<file path="config.mk">
export PLATFORM = sky130hd
export DESIGN_NAME = bcd_serial_addsub_flat
export DESIGN_NICKNAME = d
export VERILOG_FILES = /design/src/rtl/bcd_pkg.sv /design/src/rtl/bcd_serial_addsub_if.sv /design/src/rtl/bcd_digit_add.sv /design/src/rtl/bcd_serial_addsub.sv /design/src/flat_wrapper.sv
export SDC_FILE = /design/constraint.sdc
export NUM_CORES = 1
export LEC_CHECK = 0
export BUFFER_PORTS_ARGS = -buffer_cell sky130_fd_sc_hd__clkbuf_2
export CAP_MARGIN = 30
export CORE_MARGIN = 1
export CORE_UTILIZATION = 40
export CTS_BUF_LIST = sky130_fd_sc_hd__clkbuf_16
export CTS_CLUSTER_DIAMETER = 120
export DETAILED_ROUTE_END_ITERATION = 7
export PLACE_DENSITY_LB_ADDON = 0.2
export SETUP_SLACK_MARGIN = 0.5
export SYNTH_ARGS = -nofsm -noshare
export SYNTH_HDL_FRONTEND = slang
export SYNTH_SLANG_ARGS = --single-unit
export TNS_END_PERCENT = 1
</file>
<file path="constraint.sdc">
create_clock -name clk -period 3.3 [get_ports clk]
set_input_delay 0.495 -clock clk [delete_from_list [all_inputs] [get_ports clk]]
set_output_delay 0.495 -clock clk [all_outputs]
set_load 0.01 [all_outputs]
</file>
<file path="src/rtl/bcd_pkg.sv">
// Shared definitions for the digit-serial packed-BCD adder/subtractor.
// Holds the digit width, the digit type and the sequencer state encoding.
package bcd_pkg;

  localparam int BCD_DIGIT_W = 4;

  typedef logic [BCD_DIGIT_W-1:0] bcd_digit_t;

  typedef enum logic [1:0] {
    IDLE,
    CALC,
    DONE
  } state_t;

endpackage : bcd_pkg

</file>
<file path="src/rtl/bcd_serial_addsub_if.sv">
// Operand/result handshake bundle for bcd_serial_addsub.
// The master side is the operand source and result sink; the slave side is the adder.
interface bcd_serial_addsub_if
  import bcd_pkg::*;
#(
  parameter int DIGITS = 4
);

  localparam int W = BCD_DIGIT_W * DIGITS;

  // Operand channel
  logic         in_valid;
  logic         in_ready;
  logic [W-1:0] A;
  logic [W-1:0] B;
  logic         Cin;
  logic         Sub;

  // Result channel
  logic         out_valid;
  logic         out_ready;
  logic [W-1:0] S;
  logic         Cout;
  logic         Err;

  modport master (
    output in_valid, A, B, Cin, Sub, out_ready,
    input  in_ready, out_valid, S, Cout, Err
  );

  modport slave (
    input  in_valid, A, B, Cin, Sub, out_ready,
    output in_ready, out_valid, S, Cout, Err
  );

endinterface : bcd_serial_addsub_if

</file>
<file path="src/rtl/bcd_digit_add.sv">
// Single-digit BCD add (or nine's-complement subtract) with decimal correction.
// Purely combinational. The sub input exists only when BCD_SUB_EN is defined.
module bcd_digit_add
  import bcd_pkg::*;
(
  input  bcd_digit_t a,
  input  bcd_digit_t b,
  input  logic       cin,
`ifdef BCD_SUB_EN
  input  logic       sub,
`endif
  output bcd_digit_t s,
  output logic       cout,
  output logic       err
);

  bcd_digit_t b_eff;
  logic [4:0] raw;
  logic [4:0] adj;

  // Binary digit sum, then +6 correction whenever the sum leaves the decimal range.
  always_comb begin
    // NOTE: every output of a combinational block gets a value on every path
    // (defaults first or full if/else), otherwise synthesis infers a latch.
`ifdef BCD_SUB_EN
    // Wraps for invalid b digits; the result is then undefined but err still flags it.
    b_eff = sub ? bcd_digit_t'(4'd9 - b) : b;
`else
    b_eff = b;
`endif
    raw = {1'b0, a} + {1'b0, b_eff} + {4'd0, cin};
    adj = raw + 5'd6;
    if (raw > 5'd9) begin
      s    = adj[3:0];
      cout = 1'b1;
    end else begin
      s    = raw[3:0];
      cout = 1'b0;
    end
    err = (a > 4'd9) || (b > 4'd9);
  end

endmodule : bcd_digit_add

</file>
<file path="src/rtl/bcd_serial_addsub.sv">
// Digit-serial packed-BCD adder/subtractor, one digit per clock, LSD first.
// Operands are accepted in IDLE, digits are processed in CALC, and the result
// is presented in DONE until the sink takes it.
// Optional feature macro: BCD_SUB_EN (enables the Sub input / subtraction).
module bcd_serial_addsub
  import bcd_pkg::*;
#(
  parameter int DIGITS = 4
)(
  input  logic                clk,
  input  logic                rst_n,
  bcd_serial_addsub_if.slave  bus
);

  localparam int                W        = BCD_DIGIT_W * DIGITS;
  localparam int                IDX_W    = (DIGITS > 1) ? $clog2(DIGITS) : 1;
  localparam logic [IDX_W-1:0]  LAST_IDX = IDX_W'(DIGITS - 1);

  state_t           state_q, state_d;
  logic [IDX_W-1:0] idx_q,   idx_d;
  logic [W-1:0]     a_q,     a_d;
  logic [W-1:0]     b_q,     b_d;
  logic [W-1:0]     s_q,     s_d;
  logic             carry_q, carry_d;
  logic             err_q,   err_d;
  logic             cout_q,  cout_d;

  bcd_digit_t       dig_s;
  logic             dig_cout;
  logic             dig_err;
  logic [W+3:0]     s_shift;

`ifdef BCD_SUB_EN
  logic             sub_q,   sub_d;
`else
  // Sub is part of the bus but has no effect in an add-only build.
  logic             unused_sub;
  assign unused_sub = bus.Sub;
`endif

  // The low digit of each operand shift register is always the digit being processed.
  bcd_digit_add u_digit (
    .a    (a_q[BCD_DIGIT_W-1:0]),
    .b    (b_q[BCD_DIGIT_W-1:0]),
    .cin  (carry_q),
`ifdef BCD_SUB_EN
    .sub  (sub_q),
`endif
    .s    (dig_s),
    .cout (dig_cout),
    .err  (dig_err)
  );

  // New digits enter the result at the top so that after DIGITS shifts digit 0 sits at the bottom.
  assign s_shift = {dig_s, s_q};

  // Next-state and datapath update for the IDLE/CALC/DONE sequencer.
  always_comb begin
    state_d = state_q;
    idx_d   = idx_q;
    a_d     = a_q;
    b_d     = b_q;
    s_d     = s_q;
    carry_d = carry_q;
    err_d   = err_q;
    cout_d  = cout_q;
`ifdef BCD_SUB_EN
    sub_d   = sub_q;
`endif
    case (state_q)
      IDLE: begin
        if (bus.in_valid) begin
          state_d = CALC;
          a_d     = bus.A;
          b_d     = bus.B;
          idx_d   = '0;
          err_d   = 1'b0;
`ifdef BCD_SUB_EN
          sub_d   = bus.Sub;
          // Subtraction is A + nines(B) + 1 - Cin, so the borrow-in enters inverted.
          carry_d = bus.Sub ? !bus.Cin : bus.Cin;
`else
          carry_d = bus.Cin;
`endif
        end
      end
      CALC: begin
        a_d     = a_q >> BCD_DIGIT_W;
        b_d     = b_q >> BCD_DIGIT_W;
        s_d     = s_shift[W+3:BCD_DIGIT_W];
        carry_d = dig_cout;
        err_d   = err_q | dig_err;
        idx_d   = idx_q + 1'b1;
        if (idx_q == LAST_IDX) begin
          state_d = DONE;
          cout_d  = dig_cout;
          idx_d   = '0;
        end
      end
      DONE: begin
        if (bus.out_ready) state_d = IDLE;
      end
      default: state_d = IDLE;
    endcase
  end

  // Sequencer state register; reset aborts any operation in flight.
  always_ff @(posedge clk or negedge rst_n) begin
    // NOTE: sequential state uses non-blocking assignments so every register
    // samples the pre-edge values regardless of statement order.
    if (!rst_n) state_q <= IDLE;
    else        state_q <= state_d;
  end

  // Datapath registers: operand/result shift registers, carry, index and flags.
  always_ff @(posedge clk or negedge rst_n) begin
    // NOTE: these are plain registers, not a memory array, so they all take a
    // reset value; the result outputs must read zero straight out of reset.
    if (!rst_n) begin
      idx_q   <= '0;
      a_q     <= '0;
      b_q     <= '0;
      s_q     <= '0;
      carry_q <= 1'b0;
      err_q   <= 1'b0;
      cout_q  <= 1'b0;
`ifdef BCD_SUB_EN
      sub_q   <= 1'b0;
`endif
    end else begin
      idx_q   <= idx_d;
      a_q     <= a_d;
      b_q     <= b_d;
      s_q     <= s_d;
      carry_q <= carry_d;
      err_q   <= err_d;
      cout_q  <= cout_d;
`ifdef BCD_SUB_EN
      sub_q   <= sub_d;
`endif
    end
  end

  assign bus.in_ready  = (state_q == IDLE);
  assign bus.out_valid = (state_q == DONE);
  assign bus.S         = s_q;
  assign bus.Cout      = cout_q;
  assign bus.Err       = err_q;

endmodule : bcd_serial_addsub

</file>
<file path="src/flat_wrapper.sv">
// flat-port wrapper written by rule: the top's interface ports become plain ports
module bcd_serial_addsub_flat import bcd_pkg::*;
#(
  parameter int DIGITS = 4
)
  (clk, rst_n, bus_in_valid, bus_A, bus_B, bus_Cin, bus_Sub, bus_out_ready, bus_in_ready, bus_out_valid, bus_S, bus_Cout, bus_Err);
  bcd_serial_addsub_if #(.DIGITS(DIGITS)) bus_i ();
  input  logic clk;
  input  logic rst_n;
  input wire logic [$bits(bus_i.in_valid)-1:0] bus_in_valid;
  input wire logic [$bits(bus_i.A)-1:0] bus_A;
  input wire logic [$bits(bus_i.B)-1:0] bus_B;
  input wire logic [$bits(bus_i.Cin)-1:0] bus_Cin;
  input wire logic [$bits(bus_i.Sub)-1:0] bus_Sub;
  input wire logic [$bits(bus_i.out_ready)-1:0] bus_out_ready;
  output wire logic [$bits(bus_i.in_ready)-1:0] bus_in_ready;
  output wire logic [$bits(bus_i.out_valid)-1:0] bus_out_valid;
  output wire logic [$bits(bus_i.S)-1:0] bus_S;
  output wire logic [$bits(bus_i.Cout)-1:0] bus_Cout;
  output wire logic [$bits(bus_i.Err)-1:0] bus_Err;
  assign bus_i.in_valid = bus_in_valid;
  assign bus_i.A = bus_A;
  assign bus_i.B = bus_B;
  assign bus_i.Cin = bus_Cin;
  assign bus_i.Sub = bus_Sub;
  assign bus_i.out_ready = bus_out_ready;
  assign bus_in_ready = bus_i.in_ready;
  assign bus_out_valid = bus_i.out_valid;
  assign bus_S = bus_i.S;
  assign bus_Cout = bus_i.Cout;
  assign bus_Err = bus_i.Err;
  bcd_serial_addsub #(.DIGITS(DIGITS)) u_core (.clk(clk), .rst_n(rst_n), .bus(bus_i));
endmodule
</file>
Word-level counts from Yosys, hierarchy flattened. Cells that the tools add are included.

Input port bits: 38. Bits in registers: 55. Output and inout bits: 20.

Order comparisons: 3. Multiplexer cells: 17. Reduce and logical (&&, ||, !) cells: 6. Add/sub/neg operators: 4. Bitwise operators: 1. Equal/unequal tests: 6.

Operators with widths (count): $pmux 16 s2 (2); $mux 16 (2); $mux 2 (5); $gt 4x4->1 const B (2); $pmux 2 s3 (1); $add 4x4->5 (1); $add 5x1->5 (1); $gt 5x4->1 const B (1); $add 4x3->4 const B (1); $eq 2x2->1 const B (2); $mux 4 (1); $ne 2x2->1 const B (2); $pmux 1 s2 (2); $pmux 2 s2 (1); $reduce_and 2->1 (2); $mux 1 (3); $reduce_and 3->1 (1); $add 2x1->2 const B (1); $eq 2x1->1 const B (1); $logic_not 2->1 (1); $ne 2x1->1 const B (1); $reduce_bool 2->1 (1); $logic_or 1x1->1 (1); $or 1x1->1 (1).

Longest topological paths before layout. Gate-level depths: netlist of run 1.

Word-level depth: 5. Depth in mapped cells: 9. Mapped depth without buffers: 9.

By module. Synthesis of run 1 repeated with hierarchy kept, for this count alone.

Cells, all modules: 217. Area, all modules: 2580.0 µm².

Modules (own cells, without submodules): bcd_serial_addsub (instances 1, area each 2354.8 µm², cells an instance 192); bcd_digit_add (instances 1, area each 225.2 µm², cells an instance 25).

Worst setup path before layout of run 1. Ideal clock, no wire load.

Kind: reg-to-reg. Start: register u_core.carry_q. End: register u_core.s_q[13], in the netlist u_core.bus.S[13]. Stages on the path, launching flop included: 9. Setup slack: 0.670 ns. Required time: 3.231 ns. Clock period less this slack: 2.630 ns. Data arrival time: 2.562 ns. Setup time: 0.069 ns. Cell sequence: dfrtp_1 fa_1 fa_1 inv_1 ha_1 and2b_1 a31o_1 or4_1 nand3_1.

Cells in the longest elaborated chain, start to end: 3. Elaborated cells on any way between the ends: 4. Classes of those cells: add/sub: 2; order compare: 1; mux: 1.

RTL lines: from (decl) (RTL line bcd_serial_addsub.sv:24) `logic carry_q, carry_d;`; from (signal assigned) (RTL line bcd_serial_addsub.sv:135) `carry_q <= carry_d;`; $add 5x1->5 (*) (RTL line bcd_digit_add.sv:31) `raw = {1'b0, a} + {1'b0, b_eff} + {4'd0, cin};`; $add 4x3->4 / $gt 5x4->1 (equally long branches) (RTL line bcd_digit_add.sv:32, bcd_digit_add.sv:33); $mux 4 (*) (RTL line bcd_digit_add.sv:33) `if (raw > 5'd9) begin`; to (signal assigned) (RTL line bcd_serial_addsub.sv:123) `s_q <= '0;`; to (signal assigned) (RTL line bcd_serial_addsub.sv:134) `s_q <= s_d;`; to (decl) (RTL line bcd_serial_addsub.sv:23) `logic [W-1:0] s_q, s_d;`.

Mark *: on every way between the ends. The rest lies on a longest branch, timed or not. A chain may end at the register's enable or synchronous reset.

Worst setup path in the final report of run 1. Ends and elaborated chain as after synthesis.

==> results of run 1 <==
## report_power, final
| part | switching (mW) | internal [mW] |
|---|---|---|
| logic | 0.982 | 0.803 |
| registers | 0.247 | 0.976 |
| clock network | 0.230 | 0.275 |
## cell usage after synthesis
library cell,n
nand4_1,2
nand3_1,1
buf_2,4
nand2_1,69
inv_2,1
o311a_1,1
buf_6,1
fa_1,2
o22ai_1,1
clkbuf_1,9
or4_1,1
o21ai_1,20
o21ba_2,2
o31ai_1,3
a21oi_4,1
inv_1,4
buf_4,2
a21oi_1,10
o21a_1,1
o21ai_2,2
a221o_1,1
nor2_1,6
a31o_1,1
ha_1,5
a21o_1,2
nor2b_1,10
xnor2_1,1
a22o_1,5
mux2i_1,21
a22oi_1,4
nand3b_1,1
a211oi_1,1
a21oi_2,1
o21ai_0,12
and2b_1,1
dfrtp_1,55
xor2_2,1
and2_1,1
mux2_1,1
## worst max-delay path by stage
stage                          startpoint                            to  slack (ns)  cells past startpoint
2_1_floorplan  u_core.carry_q$_DFFE_PN0P_  u_core.bus.S[13]$_DFFE_PN0P_        0.67                      8
3_3_place_gp   u_core.carry_q$_DFFE_PN0P_  u_core.bus.S[13]$_DFFE_PN0P_        0.57                      8
3_5_place_dp   u_core.carry_q$_DFFE_PN0P_  u_core.bus.S[13]$_DFFE_PN0P_        0.53                      8
4_1_cts        u_core.carry_q$_DFFE_PN0P_  u_core.bus.S[13]$_DFFE_PN0P_        0.52                      8
5_1_grt        u_core.carry_q$_DFFE_PN0P_  u_core.bus.S[13]$_DFFE_PN0P_        0.52                      8
6_report       u_core.carry_q$_DFFE_PN0P_  u_core.bus.S[13]$_DFFE_PN0P_        0.64                      8
## cell type report
type | instances | area, µm²
clock buffer | 5 | 125
tap | 77 | 96.3
clock inverter | 3 | 12.5
multi-input combinational | 191 | 1190
inverter | 5 | 18.8
fill | 596 | 3250
timing repair buffer | 61 | 318
sequential | 55 | 1380
## critical path, stage by stage (launching register included)
cell	delay (ns)
dfrtp_1	0.41
fa_2	0.42
fa_2	0.59
inv_1	0.07
ha_1	0.20
and2b_1	0.17
a31o_1	0.24
or4_1	0.42
nand3_1	0.08
## logic make-up after synthesis
group           count (synthesis)
fa+ha+maj                       7
xor+xnor                        2
simple gates                   92
buf+inv                        21
flops                          55
mux                            22
compound gates                 68
## registers in the layout, summed over array words and instances (netlist names)
register,cells
u_core.state_q,2
u_core.carry_q,1
u_core.b_q,16
u_core.bus.Err,1
u_core.a_q,16
u_core.bus.Cout,1
u_core.idx_q,2
u_core.bus.S,16
## metal layers
| layer | up-vias | wire length, µm | global-route usage |
|---|---|---|---|
| met5 | - | 0 | 0 |
| met3 | 8 | 225 | 0.0358 |
| met2 | 47 | 2640 | 0.279 |
| li1 | 1019 | - | - |
| met4 | 0 | 76 | 0.0658 |
| met1 | 936 | 2650 | 0.233 |
## what timing repair did
action | CTS | global route
buffers inserted | 0 | 1
hold buffers | 0 | 0
endpoints found under the setup margin | 0 | 4
gates resized for setup | 0 | 2
## per-stage QoR
stage / hold WS, ns / setup slack [ns] / instances / total power, mW / utilization
final: 0.0851 / 0.641 / 397 / 3.51 / 0.491
after global routing: 0.0981 / 0.517 / 397 / 3.84 / 0.491
after CTS: 0.0882 / 0.523 / 396 / 3.54 / 0.489
after detailed placement: 0.405 / 0.532 / 388 / 3.03 / 0.467
after global placement: 0.401 / 0.574 / 388 / 2.96 / 0.467
after floorplan: 0.199 / 0.670 / 267 / 2.59 / -
==> results.toml, run 1 <==
[outcome]
status = "finished clean"

[routing]
wl_per_cell_um = 14.1
via_per_inst = 5.06
drtIter0Drc = 61
drt_drc_violations_left = 0
drt-total-wl_mm = 5.59
vias = 2010
first_pass_iters = 4
ant_nets = 0

[final_layout]
fin_nets = 364
final_common_cell = "nand2_1"
final_area_um2 = 3130
drive_gt1_frac = 0.244
final_cell_mix = "69 x nand2_1, 56 x clkbuf_2, 55 x dfrtp_1"
diodes = 0
areaGrowthSynthToFinish_pct = 18.3

[worst_setup_path]
reg2reg_from = "u_core.carry_q$_DFFE_PN0P_"
r2r-end = "u_core.bus.S[13]$_DFFE_PN0P_"
r2r_setup_slack_ns = 0.64
crit_path_start_kind = "register"
cp-end-kind = "register"
worstPathMaxFanout = 5
critPathRequiredTime_ns = 3.52
cp.arrival_ns = 2.88
worstSetupPathType = "reg2reg"
worstRegToRegCells = 8

[synthesis]
yosys.area_share.xor_xnor = 0.00945
ys_ff_latch = 55
yosysUniqueCellTypes = 39
yosys.area_share.simple = 0.147
synthAdderAreaFrac = 0.0387
yosys-top-cells-area = "dfrtp_1 52%, nand2_1 9.8%, mux2i_1 7.9%"
synth_compound_area_frac = 0.164
synth_top_area_share = 0.520
syn_inst = 267
muxShareOfSynthArea = 0.0836
yosysWarnings = 0
ys_seq_area_frac = 0.520
synth_top_family_by_area = "compound AO/OA/AOI/OAI gates"
syn-cell-area_um2 = 2650
syn_nets = 312
yosys.area.top_type = "dfrtp_1"
avgSynthCellArea_um2 = 9.92

[timing]
fin_skew_ns = 0.00465
worstMarginPinSlew_ns = 0.806
hold_viol = 0
grt_setup_unrepaired = "false"
finalMaxSlewViolations = 0
fmax_ghz = 0.376
fin_crit_sh = 0.806
min_period_ns = 2.66
setup_viol = 0
relSlewSlack = 0.462
fin_setup_tns_ns = 0

[clocking]
cts-root-buf = "clkbuf_16"
numCtsBuffers = 5
cts_sinks = 55
clk_latency_ns = 0.29
tritoncts = "built"
clkTransAtPathRegs_ns = 0.07
cts.path.max_buffers = 2
htreeDepth = 2

[global_routing]
grt_pass1_wl_mm = 9.66
grt_pass1_vias = 2012
track_usage = 0.174
antenna_found_initial = 0
grt_max_degree = 45
overflow = 0

[power_and_ir_drop]
vdd_ir_drop_max_uv = 594
cellPowerDensity_nw_per_um2 = 1120
total_leakage_power_nw = 1.61

[floorplan]
std_cell_rows = 29
die_h_um = 83.4
io_pins = 58
die_w_um = 83.4
placeableCoreArea_um2 = 6390
start_util = 0.415
die_area_um2 = 6950

[placed_design]
io_buffers = 56
hpwl_mm = 3.88
routabilityCongestion = 0.742
dpl_cell_area_um2 = 2980

[run]
drv_cap = 0

[worst_hold_path]
holdCritPathClass = "in2async"
No activity file was read; power rests on OpenSTA's default activity.
==> run 2, diff against run 1 <==
==> constraint.sdc (replaced) <==
create_clock -name clk -period 2.1 [get_ports clk]
set_input_delay 0.315 -clock clk [delete_from_list [all_inputs] [get_ports clk]]
set_output_delay 0.315 -clock clk [all_outputs]
set_load 0.01 [all_outputs]
==> run 2 against run 1 <==
The run now ends with hold timing, setup timing left. Cell area grew 6.1%. Clock-buffer cell count is the same. First-iteration DRC count is 1.6% higher.
==> results.toml, run 2 (synthesized netlist as in run 1, its figures left out) <==
[outcome]
status = "finished with violations"
violations = "hold timing, setup timing"

[floorplan]
die_area_um2 = 6950
placeableCoreArea_um2 = 6390
die_h_um = 83.4
std_cell_rows = 29
io_pins = 58
start_util = 0.415
die_w_um = 83.4

[routing]
drtIter0Drc = 62
wl_per_cell_um = 13.3
drt_drc_violations_left = 0
first_pass_iters = 4
via_per_inst = 4.92
vias = 2048
ant_nets = 0
drt-total-wl_mm = 5.53

[final_layout]
fin_nets = 383
drive_gt1_frac = 0.307
diodes = 0
final_cell_mix = "69 x nand2_1, 56 x clkbuf_2, 54 x dfrtp_1"
utilization = 0.521
final_common_cell = "nand2_1"
areaGrowthSynthToFinish_pct = 25.5

[global_routing]
grt_pass1_wl_mm = 9.86
overflow = 0
track_usage = 0.177
antenna_found_initial = 0
grt_max_degree = 43
grt_pass1_vias = 2121

[power_and_ir_drop]
vdd_ir_drop_max_uv = 1030
p_seq_frac = 0.302
cellPowerDensity_nw_per_um2 = 1840
p_int_mw = 3.69
clkPwrFrac = 0.128
combPwrFrac = 0.570
total_leakage_power_nw = 1.70
p_switching_mw = 2.42
swShare = 0.395

[clocking]
cts_sinks = 55
postCtsHoldBufs = 0
htreeDepth = 2
cts.path.max_buffers = 2
tritoncts = "built"
numCtsBuffers = 5
clkTransAtPathRegs_ns = 0.07
cts-root-buf = "clkbuf_16"
clk_latency_ns = 0.29

[worst_setup_path]
max_stage_delay_ns = 0.55
path_cells = "fa_2, fa_2, inv_2, ha_2, and2b_1, a31o_4, or4_1, nand3_1"
worstPathMaxFanout = 5
worstSetupPathType = "reg2reg"
cp.arrival_ns = 2.73
cpMostUsedCell = "fa_2"
critPathRequiredTime_ns = 2.32
crit_path_top_delay_cell = "fa_2"
crit_path_start_kind = "register"
cp-end-kind = "register"

[placed_design]
io_buffers = 56
hpwl_mm = 4.04
routabilityCongestion = 0.797
post-place-ws_ns = -0.423

[timing]
relSlewSlack = 0.664
fin_crit_sh = 1.20
grt_setup_unrepaired = "true"
hold_slack_ns = -0.0163
finalMaxSlewViolations = 0
min_period_ns = 2.51
worst_slack_ns = -0.410
fmax_ghz = 0.398
worstMarginPinSlew_ns = 0.505
fin_skew_ns = 0.00760
hold_viol = 19
setup_viol = 5

[worst_hold_path]
holdCritPathClass = "in2async"

[run]
drv_cap = 0
run 2: changes by cell type in the layout (fill, tap and decap cells not counted), moves of 2 or more:
cell / delta
mux2i_1: -2
mux2i_2: +2
buf_4: +17
inv_1: -2
buf_12: +2
clkinv_1: +2
run 2: per-stage QoR:
| step | hold slack, ns | setup TNS [ns] | instances | power (mW) | instance area, µm² |
|---|---|---|---|---|---|
| 2_1_floorplan | 0.0194 | -1.44 | 267 | 4.07 | 2650 |
| 3_3_place_gp | 0.314 | -1.71 | 407 | 5.16 | 3160 |
| 3_5_place_dp | 0.310 | -1.96 | 407 | 5.23 | 3160 |
| 4_1_cts | 0.000898 | -1.66 | 416 | 6.14 | 3310 |
| 5_1_grt | 0.0323 | -2.18 | 416 | 6.67 | 3320 |
| 6_report | -0.0163 | -1.67 | 416 | 6.11 | 3320 |
run 2: worst paths after layout:
check / startpoint / end / slack, ns / cells after the start
worst min-delay path: rst_n / u_core.bus.S[10]$_DFFE_PN0P_ / -0.02 / 1
min in group clk: bus_out_ready / u_core.state_q[1]$_DFFE_PN0P_ / 0.19 / 2
worst min register to register: u_core.bus.S[1]$_DFFE_PN0P_ / u_core.bus.S[1]$_DFFE_PN0P_ / 0.47 / 2
worst max register to register: u_core.a_q[0]$_DFFE_PN0P_ / u_core.bus.S[13]$_DFFE_PN0P_ / -0.41 / 8
max in group asynchronous: rst_n / u_core.state_q[1]$_DFFE_PN0P_ / 1.43 / 2
worst max-delay path: u_core.a_q[0]$_DFFE_PN0P_ / u_core.bus.S[13]$_DFFE_PN0P_ / -0.41 / 8
run 2: routing by layer:
layer | GRT usage | vias to the layer above | wire [µm]
met5 | 0 | - | 0
met3 | 0.0398 | 5 | 216
met4 | 0.0470 | 0 | 55
met1 | 0.233 | 946 | 2630
met2 | 0.294 | 42 | 2630
li1 | - | 1055 | -
run 2: worst max-delay path: cells and delay by family, from the launching register on:
| kind | cells | cell delay (ns) |
|---|---|---|
| compound gates | 1 | 0.23 |
| fa+ha+maj | 3 | 1.12 |
| buf+inv | 1 | 0.04 |
| flops | 1 | 0.40 |
| simple gates | 3 | 0.64 |
run 2: cell type report:
cell class	instances	area [µm²]
clock buffer	5	125
tap	77	96.3
timing repair buffer	80	485
clock inverter	3	11.3
inverter	5	18.8
fill	616	3060
multi-input combinational	191	1210
sequential	55	1380
run 2: power groups by stage:
stage	Sequential [mW]	Combinational, mW	Clock [mW]
global route	1.91	3.93	0.835
detailed placement	1.86	3.37	0
global placement	1.85	3.31	0
floorplan	1.87	2.20	0
finish	1.85	3.48	0.779
CTS	1.85	3.49	0.800
run 2: what timing repair did:
item	CTS	global route
gates cloned	0	0
buffers inserted	1	0
setup endpoints to repair	8	16
pin swaps	1	0
gates resized for setup	5	3
==> run 3, diff against run 2 <==
--- a/config.mk
+++ b/config.mk
@@ -12,6 +12,7 @@
 export CTS_BUF_LIST = sky130_fd_sc_hd__clkbuf_16
 export CTS_CLUSTER_DIAMETER = 120
 export DETAILED_ROUTE_END_ITERATION = 7
+export HOLD_SLACK_MARGIN = 0.03
 export PLACE_DENSITY_LB_ADDON = 0.2
 export SETUP_SLACK_MARGIN = 0.5
 export SYNTH_ARGS = -nofsm -noshare
==> constraint.sdc (replaced) <==
create_clock -name clk -period 2.3 [get_ports clk]
set_input_delay 0.345 -clock clk [delete_from_list [all_inputs] [get_ports clk]]
set_output_delay 0.345 -clock clk [all_outputs]
set_load 0.01 [all_outputs]
==> run 3 against run 2 <==
The run ends with setup timing left. Via count up 0.15%. Highest routed layer unchanged. Routed wire length grew 2.1%. Die area unchanged. Combinational power decreased by 5.7%. Critical path type unchanged. Sequential power fell by 9%. Clock skew grew 0.0011 ns. Sequential share of layout area is 0.36 points lower. Critical path depth stayed put.
==> results.toml, run 3 (synthesized netlist as in run 1, its figures left out) <==
[routing]
drt_drc_violations_left = 0
drtIter0Drc = 86
vias = 2051
wl_per_cell_um = 13.7
first_pass_iters = 4
drt-total-wl_mm = 5.65
via_per_inst = 4.98
ant_nets = 0

[power_and_ir_drop]
total_leakage_power_nw = 1.71
cellPowerDensity_nw_per_um2 = 1730
vdd_ir_drop_max_uv = 813
power_mw = 5.79

[clocking]
clkTransAtPathRegs_ns = 0.07
htreeDepth = 2
cts-root-buf = "clkbuf_16"
postCtsHoldBufs = 0
cts_sinks = 55
clk_latency_ns = 0.29
tritoncts = "built"
numCtsBuffers = 5
cts.path.max_buffers = 2

[worst_setup_path]
cp_top_family = "adder cells"
path_cells = "fa_2, fa_2, inv_2, ha_4, and2b_1, a31o_4, or4_1, nand3_1"
worstSetupPathType = "reg2reg"
cpMostUsedCell = "fa_2"
crit_path_start_kind = "register"
max_stage_delay_ns = 0.55
cp.arrival_ns = 2.72
critPathRequiredTime_ns = 2.52
crit_buf_inv = 1
worstPathMaxFanout = 5
cp-end-kind = "register"
crit_path_top_delay_cell = "fa_2"

[timing]
hold_viol = 0
fmax_ghz = 0.400
finalMaxSlewViolations = 0
worst_slack_ns = -0.203
hold_slack_ns = 0.0465
setup_viol = 5
min_period_ns = 2.50
fin_skew_ns = 0.00873
fin_crit_sh = 1.09
worstMarginPinSlew_ns = 0.590
grt_setup_unrepaired = "true"
relSlewSlack = 0.607

[floorplan]
io_pins = 58
die_w_um = 83.4
die_h_um = 83.4
start_util = 0.415
std_cell_rows = 29
die_area_um2 = 6950
placeableCoreArea_um2 = 6390

[global_routing]
grt_pass1_wl_mm = 9.84
antenna_found_initial = 0
grt_max_degree = 47
overflow = 0
grt_pass1_vias = 2074
track_usage = 0.177

[final_layout]
final_area_um2 = 3350
fillCellCount = 613
fin_nets = 380
final_common_cell = "nand2_1"
drive_gt1_frac = 0.293
areaGrowthSynthToFinish_pct = 26.5
final_cell_mix = "69 x nand2_1, 56 x clkbuf_2, 55 x dfrtp_1"
diodes = 0

[outcome]
violations = "setup timing"
status = "finished with violations"

[placed_design]
routabilityCongestion = 0.763
dpl_cell_area_um2 = 3120
hpwl_mm = 4.01
io_buffers = 56

[run]
drv_cap = 0

[worst_hold_path]
holdCritPathClass = "in2async"
[run 3: changes by cell type in the layout (fill, tap and decap cells not counted), moves of 2 or more]
cell      previous run  this run
mux2i_2              2         0
buf_4               22        19
mux2i_1             19        21
clkinv_1             2         0
[run 3: worst paths after layout]
kind	end	cells past startpoint	slack, ns	from
setup / recovery	u_core.bus.S[13]$_DFFE_PN0P_	8	-0.20	u_core.a_q[0]$_DFFE_PN0P_
hold / removal	u_core.bus.S[3]$_DFFE_PN0P_	1	0.05	rst_n
setup reg to reg	u_core.bus.S[13]$_DFFE_PN0P_	8	-0.20	u_core.a_q[0]$_DFFE_PN0P_
hold reg to reg	u_core.bus.S[3]$_DFFE_PN0P_	2	0.47	u_core.bus.S[3]$_DFFE_PN0P_
max in group asynchronous	u_core.b_q[15]$_DFFE_PN0P_	2	1.67	rst_n
min in group clk	u_core.state_q[1]$_DFFE_PN0P_	2	0.23	bus_out_ready
[run 3: repair_timing]
item,4_1_cts,5_1_grt
setup buffers,1,2
gates resized for setup,4,3
pin swaps,2,1
endpoints found under the setup margin,5,5
[run 3: area by class of cell]
type                       instances  area (µm²)  share of cell area
timing repair buffer              77         463               0.138
clock inverter                     2        33.8              0.0101
clock buffer                       5         125              0.0373
multi-input combinational        191        1240               0.369
tap                               77        96.3              0.0288
inverter                           5        18.8             0.00560
sequential                        55        1380               0.411
[run 3: routing by layer]
metal	part of all wire	up-vias	track usage	routed length, µm
met5	0	-	0	0
met4	0.0097	0	0.0517	55
met3	0.043	4	0.0358	242
met2	0.47	42	0.302	2680
met1	0.47	962	0.228	2670
li1	-	1043	-	-
[run 3: per-stage QoR]
stage / instances / utilization / worst slack [ns] / setup TNS, ns
6_report: 412 / 0.525 / -0.203 / -0.576
4_1_cts: 410 / 0.517 / -0.192 / -0.527
3_5_place_dp: 402 / 0.488 / -0.220 / -0.916
5_1_grt: 412 / 0.525 / -0.283 / -0.899
2_1_floorplan: 267 / - / -0.175 / -0.443
3_3_place_gp: 402 / 0.488 / -0.190 / -0.731
[run 3: power breakdown]
part,internal (mW),switching (mW)
sequential,1.40,0.279
clock,0.504,0.326
combinational,1.62,1.66
total,3.52,2.27
[run 3: worst register-to-register path: stages (launching register included)]
cell,delay [ns]
dfrtp_1,0.40
fa_2,0.41
fa_2,0.55
inv_2,0.05
ha_4,0.15
and2b_1,0.18
a31o_4,0.23
or4_1,0.39
nand3_1,0.07
